## src/rtl/seg7_display_scanner.sv

```systemverilog
// Multiplexes a 4*DIGITS-bit hex value onto a common-anode 7-segment display, one digit per scan tick.
// Define SEG7_LEADING_ZERO_BLANK_EN to blank digits above the most-significant nonzero nibble.
module seg7_display_scanner #(
   parameter int DIGITS = 8
) (
   input  logic                clk_in,
   input  logic                rst,
   input  logic                tick_in,
   input  logic [4*DIGITS-1:0] data_in,
   input  logic [DIGITS-1:0]   dp_in,
   input  logic                blank_in,
   output logic [DIGITS-1:0]   anode_n,
   output logic [6:0]          seg_n,
   output logic                dp_n,
   output logic                frame_start
);
   localparam int CW = (DIGITS > 1) ? $clog2(DIGITS) : 1;
   localparam logic [CW-1:0] LAST_DIGIT = CW'(DIGITS - 1);

   logic                s1_reg, s2_reg, s3_reg;
   logic                rise, wrap;
   logic [CW-1:0]       counter_reg;
   logic                scan_run_reg;
   logic [4*DIGITS-1:0] shadow_data_reg;
   logic [DIGITS-1:0]   shadow_dp_reg;
   logic [3:0]          nibble [DIGITS];
   logic [DIGITS-1:0]   digit_sel;
   logic [DIGITS-1:0]   digit_lit;

   function automatic logic [6:0] hex_to_seg(input logic [3:0] h);
      case (h)
         4'h0: return 7'h40;
         4'h1: return 7'h79;
         4'h2: return 7'h24;
         4'h3: return 7'h30;
         4'h4: return 7'h19;
         4'h5: return 7'h12;
         4'h6: return 7'h02;
         4'h7: return 7'h78;
         4'h8: return 7'h00;
         4'h9: return 7'h10;
         4'hA: return 7'h08;
         4'hB: return 7'h03;
         4'hC: return 7'h46;
         4'hD: return 7'h21;
         4'hE: return 7'h06;
         4'hF: return 7'h0E;
      endcase
   endfunction

   // tick_in is a divided clock used purely as data: synchronise, then detect its rising edge
   assign rise = s2_reg & ~s3_reg;
   assign wrap = rise && (counter_reg == LAST_DIGIT);

   generate
      for (genvar gi = 0; gi < DIGITS; gi++) begin : g_digit
         assign nibble[gi]    = shadow_data_reg[4*gi +: 4];
         assign digit_sel[gi] = (counter_reg == CW'(gi));
      end
   endgenerate

`ifdef SEG7_LEADING_ZERO_BLANK_EN
   // A digit stays lit if it is digit 0, has its point requested, or any nibble at or above it is nonzero
   generate
      for (genvar gi = 0; gi < DIGITS; gi++) begin : g_lzb
         assign digit_lit[gi] = (gi == 0) || shadow_dp_reg[gi] || (|shadow_data_reg[4*DIGITS-1:4*gi]);
      end
   endgenerate
`else
   assign digit_lit = '1;
`endif

   always_ff @(posedge clk_in or posedge rst) begin
      if (rst) begin
         s1_reg          <= 1'b0;
         s2_reg          <= 1'b0;
         s3_reg          <= 1'b0;
         counter_reg     <= '0;
         scan_run_reg    <= 1'b0;
         shadow_data_reg <= '0;
         shadow_dp_reg   <= '0;
      end else begin
         s1_reg <= tick_in;
         s2_reg <= s1_reg;
         s3_reg <= s2_reg;
         if (rise) begin
            counter_reg  <= wrap ? '0 : counter_reg + CW'(1);
            scan_run_reg <= 1'b1;
         end
         // Frame snapshot: whatever is on the inputs at the wrap is what the whole next frame shows
         if (wrap) begin
            shadow_data_reg <= data_in;
            shadow_dp_reg   <= dp_in;
         end
      end
   end

   // Display stays dark until the first scan tick so a freshly reset board shows nothing
   always_ff @(posedge clk_in or posedge rst) begin
      if (rst) begin
         anode_n     <= '1;
         seg_n       <= 7'h7F;
         dp_n        <= 1'b1;
         frame_start <= 1'b0;
      end else begin
         frame_start <= wrap;
         seg_n       <= scan_run_reg ? hex_to_seg(nibble[counter_reg]) : 7'h7F;
         if (scan_run_reg && !blank_in && digit_lit[counter_reg]) begin
            anode_n <= ~digit_sel;
            dp_n    <= ~shadow_dp_reg[counter_reg];
         end else begin
            anode_n <= '1;
            dp_n    <= 1'b1;
         end
      end
   end
endmodule

```

## config.mk

```make
export PLATFORM = sky130hd
export DESIGN_NAME = seg7_display_scanner
export DESIGN_NICKNAME = d
export VERILOG_FILES = /design/src/rtl/seg7_display_scanner.sv
export SDC_FILE = /design/constraint.sdc
export NUM_CORES = 1
export LEC_CHECK = 0
export ABC_AREA = 1
export BUFFER_PORTS_ARGS = -buffer_cell sky130_fd_sc_hd__buf_2
export CAP_MARGIN = 40
export CORE_MARGIN = 8
export CORE_UTILIZATION = 49
export DETAILED_ROUTE_END_ITERATION = 8
export PLACE_DENSITY = 0.75
export SETUP_SLACK_MARGIN = 0.3
export SLEW_MARGIN = 20
export SYNTH_ARGS = -nofsm -noshare
export SYNTH_HDL_FRONTEND = slang
export SYNTH_SLANG_ARGS = --single-unit
```

## constraint.sdc

```tcl
create_clock -name clk_in -period 1.81 [get_ports clk_in]
set_clock_uncertainty 0.05 [all_clocks]
set_input_delay 0.181 -clock clk_in [delete_from_list [all_inputs] [get_ports clk_in]]
set_output_delay 0.181 -clock clk_in [all_outputs]
set_load 0.01 [all_outputs]
```

==> flow_metrics.env <==
export IMPL_dpl_hpwl_microns=4940
export IMPL_worstPathRequired_ns=2.01
export IMPL_viasPerCell=5.44
export IMPL_synth_top_cell_area_share=0.394
export IMPL_yosysUniqueCellTypes=22
export IMPL_dieArea_sq_um=9010
export IMPL_timing_final_ws_setup_ns=-0.0286
export IMPL_slowest_stage="dfrtp_2"
export IMPL_root_buffer="clkbuf_8"
export IMPL_nFillCells=362
export IMPL_routedWlPerCell_microns=17.4
export IMPL_ir_drop_mv=1.11
export IMPL_wl_microns=9900
export IMPL_setup_viol=1
export IMPL_drc=0
export IMPL_violations="setup timing"
export IMPL_fin_hold_ws_ns=0.00632
export IMPL_largest_reg_flops=32
export IMPL_diodes=0
export IMPL_powerDensity_nw_per_um2=1760
export IMPL_status="complete, but fails checks"
export IMPL_yosysSeqAreaShare=0.531
export IMPL_clockBufferDepth=2
export IMPL_cts_htree_levels=3
export IMPL_max_slew_worst_pin_slew_ns=0.470
export IMPL_drtAntennaViolNets=0
export IMPL_grt_antenna_before_repair=0
export IMPL_cap_violations=0
export IMPL_netlist_instances=361
export IMPL_clock_fmax_mhz=544
export IMPL_finalInstanceArea_sq_um=4670
export IMPL_placed_cells=494
export IMPL_met1_usage=0.248
export IMPL_hold_viol=0
export IMPL_synthTopCellsByArea="dfrtp_1, nand2_1, dfstp_2, nand3_1, o21ai_0"
export IMPL_place_area_sq_um=3570
export IMPL_seq_area_sq_um=1630
export IMPL_p_total_w=0.00822
export IMPL_maxSlewViolCount=0
export IMPL_end_kind="flop"
export IMPL_grt_max_degree=44
export IMPL_drive_gt1_frac=0.391
export IMPL_grt_setup_unrepaired="yes"
export IMPL_worst_path_most_repeated_cell="nand3_1"
export IMPL_syn_area_sq_um=3050
export IMPL_port_buffers=60
export IMPL_grt_busiest_layer="met2"
export IMPL_row_count=28
export IMPL_grt_use_met2=0.354
export IMPL_grt_use_met3=0.0516
export IMPL_drt_first_pass_iters=5
export IMPL_hold_path_class="in2reg"
export IMPL_critical_path_class="reg2reg"
export IMPL_grt_use_total=0.213
export IMPL_tritoncts="done"
export IMPL_die_w_microns=94.9
export IMPL_synth_seq_cells=64
export IMPL_path_cells="clkinv_4 -> nand2_1 -> nand3_1 -> nand2_1 -> nand2_1 -> nand2_4 -> ha_4 -> inv_2 -> nand3_1 -> nand3_1 -> nand3_1"
export IMPL_vias=3094
export IMPL_clkTransAtPathRegs_ns=0.07
export IMPL_grt_pass1_wl_microns=14700
export IMPL_postSynthAreaPerCell_sq_um=8.45
export IMPL_finalNonFillerCells=569
export IMPL_numCtsBuffers=9
export IMPL_syn2layout_area_growth_pct=53.1
export IMPL_gp_congestion=0.847
export IMPL_grt_overflow_total=0
export IMPL_yosys_warnings=0
export IMPL_die_h_microns=94.9
export IMPL_clock_latency_ns=0.35
export IMPL_finalCritPeriodShare=1.02
export IMPL_io_pins=61
export IMPL_num_nets_final=545
export IMPL_period_minus_slack_ns=1.84
export IMPL_yosysTopAreaCell="dfrtp_1"
export IMPL_start_util=0.512
export IMPL_max_stage_delay_ns=0.48
export IMPL_synth_nets=417
export IMPL_cellLeakagePower_nw=2.25
export IMPL_start_kind="flop"
export IMPL_crit_fanout=11
export IMPL_core_area_sq_um=5960
export IMPL_drt_iter0_markers=227
export IMPL_multi_input_area_sq_um=1480
export IMPL_critical_path_arrival_ns=2.04
export IMPL_grt_pass1_vias=3087
export IMPL_relSlewSlack=0.686
export IMPL_clock_sinks=64
## path summary, 6_finish.rpt
check | from | end | slack [ns] | cells after the start
setup / recovery | counter_reg[0] | seg_n[0] | -0.03 | 11
hold / removal | data_in[18] | shadow_data_reg[18] | 0.006 | 3
setup reg to reg | counter_reg[0] | seg_n[0] | -0.03 | 11
hold reg to reg | s1_reg | s2_reg | 0.30 | 0
max in group asynchronous | rst | dp_n | 0.72 | 4
min in group asynchronous | rst | shadow_data_reg[14] | 0.35 | 3
## timing repair
| action | 4_1_cts | 5_1_grt |
|---|---|---|
| endpoints found under the setup margin | 47 | 51 |
| hold buffers | 33 | 0 |
| endpoints found under the hold margin | 38 | 0 |
| gates resized for setup | 43 | 37 |
| pin swaps | 19 | 6 |
| buffers inserted | 15 | 6 |
| cloned | 4 | 1 |
## through the flow
stage	TNS (ns)	util	worst slack [ns]
3_5_place_dp	0	0.600	0.0177
3_3_place_gp	0	0.600	0.0807
2_1_floorplan	0	-	0.239
4_1_cts	0	0.749	0.116
6_report	-0.0286	0.785	-0.0286
5_1_grt	-0.314	0.785	-0.0907
## critical path, delay by kind of cell (launching register included)
| family | cells | cell delay (ns) |
|---|---|---|
| DFF | 1 | 0.48 |
| adders and majority gates | 1 | 0.19 |
| buffers and inverters | 2 | 0.21 |
| and+or+nand+nor | 8 | 0.82 |
## cells by family after synthesis
group | synth area share
DFF | 0.531
buffers and inverters | 0.0861
adders and majority gates | 0.0492
and+or+nand+nor | 0.257
AOI/OAI and AO/OA | 0.0763
## Yosys cell counts
| cell type | n |
|---|---|
| a21oi_1 | 2 |
| buf_2 | 6 |
| buf_4 | 5 |
| clkbuf_1 | 4 |
| clkinv_1 | 1 |
| dfrtp_1 | 48 |
| dfstp_2 | 16 |
| ha_1 | 12 |
| inv_1 | 43 |
| inv_2 | 4 |
| nand2_1 | 118 |
| nand2_2 | 1 |
| nand2_4 | 1 |
| nand3_1 | 44 |
| nand3_2 | 4 |
| nand3_4 | 2 |
| nor2_1 | 6 |
| nor2_2 | 1 |
| o211ai_1 | 2 |
| o21ai_0 | 36 |
| o21ai_1 | 4 |
| o31ai_1 | 1 |
## routing by layer
| layer | vias up | share of wire |
|---|---|---|
| met5 | - | 0 |
| met4 | 0 | 0.035 |
| met3 | 42 | 0.082 |
| met2 | 197 | 0.50 |
| met1 | 1465 | 0.38 |
| li1 | 1390 | - |
## cells in the final DEF, fill, tap and decap left out, types with 7 or more instances in the layout
| cell | instances |
|---|---|
| dfstp_2 | 16 |
| nand2_4 | 9 |
| buf_6 | 7 |
| nand3_4 | 7 |
| nand3_2 | 11 |
| nand3_1 | 32 |
| dfrtp_1 | 45 |
| nand2_2 | 13 |
| o21ai_0 | 31 |
| nand2_1 | 98 |
| o21ai_1 | 9 |
| clkbuf_8 | 10 |
| inv_1 | 37 |
| buf_2 | 60 |
| dlygate4sd3_1 | 33 |
| buf_4 | 22 |
## layout make-up
cell class	count	area share
flip-flops and latches	64	0.348
clock buffers	12	0.0311
clock inverters	4	0.00937
repair buffers	131	0.232
multi-input cells	235	0.316
well taps	75	0.0201
inverters	48	0.0444
## power by group
group | internal, W | switching [W] | total [W]
combinational | 0.00185 | 0.00281 | 0.00466
clock | 0.000666 | 0.000553 | 0.00122
sequential | 0.00208 | 0.000258 | 0.00234
(Power assumes the default switching activity.)
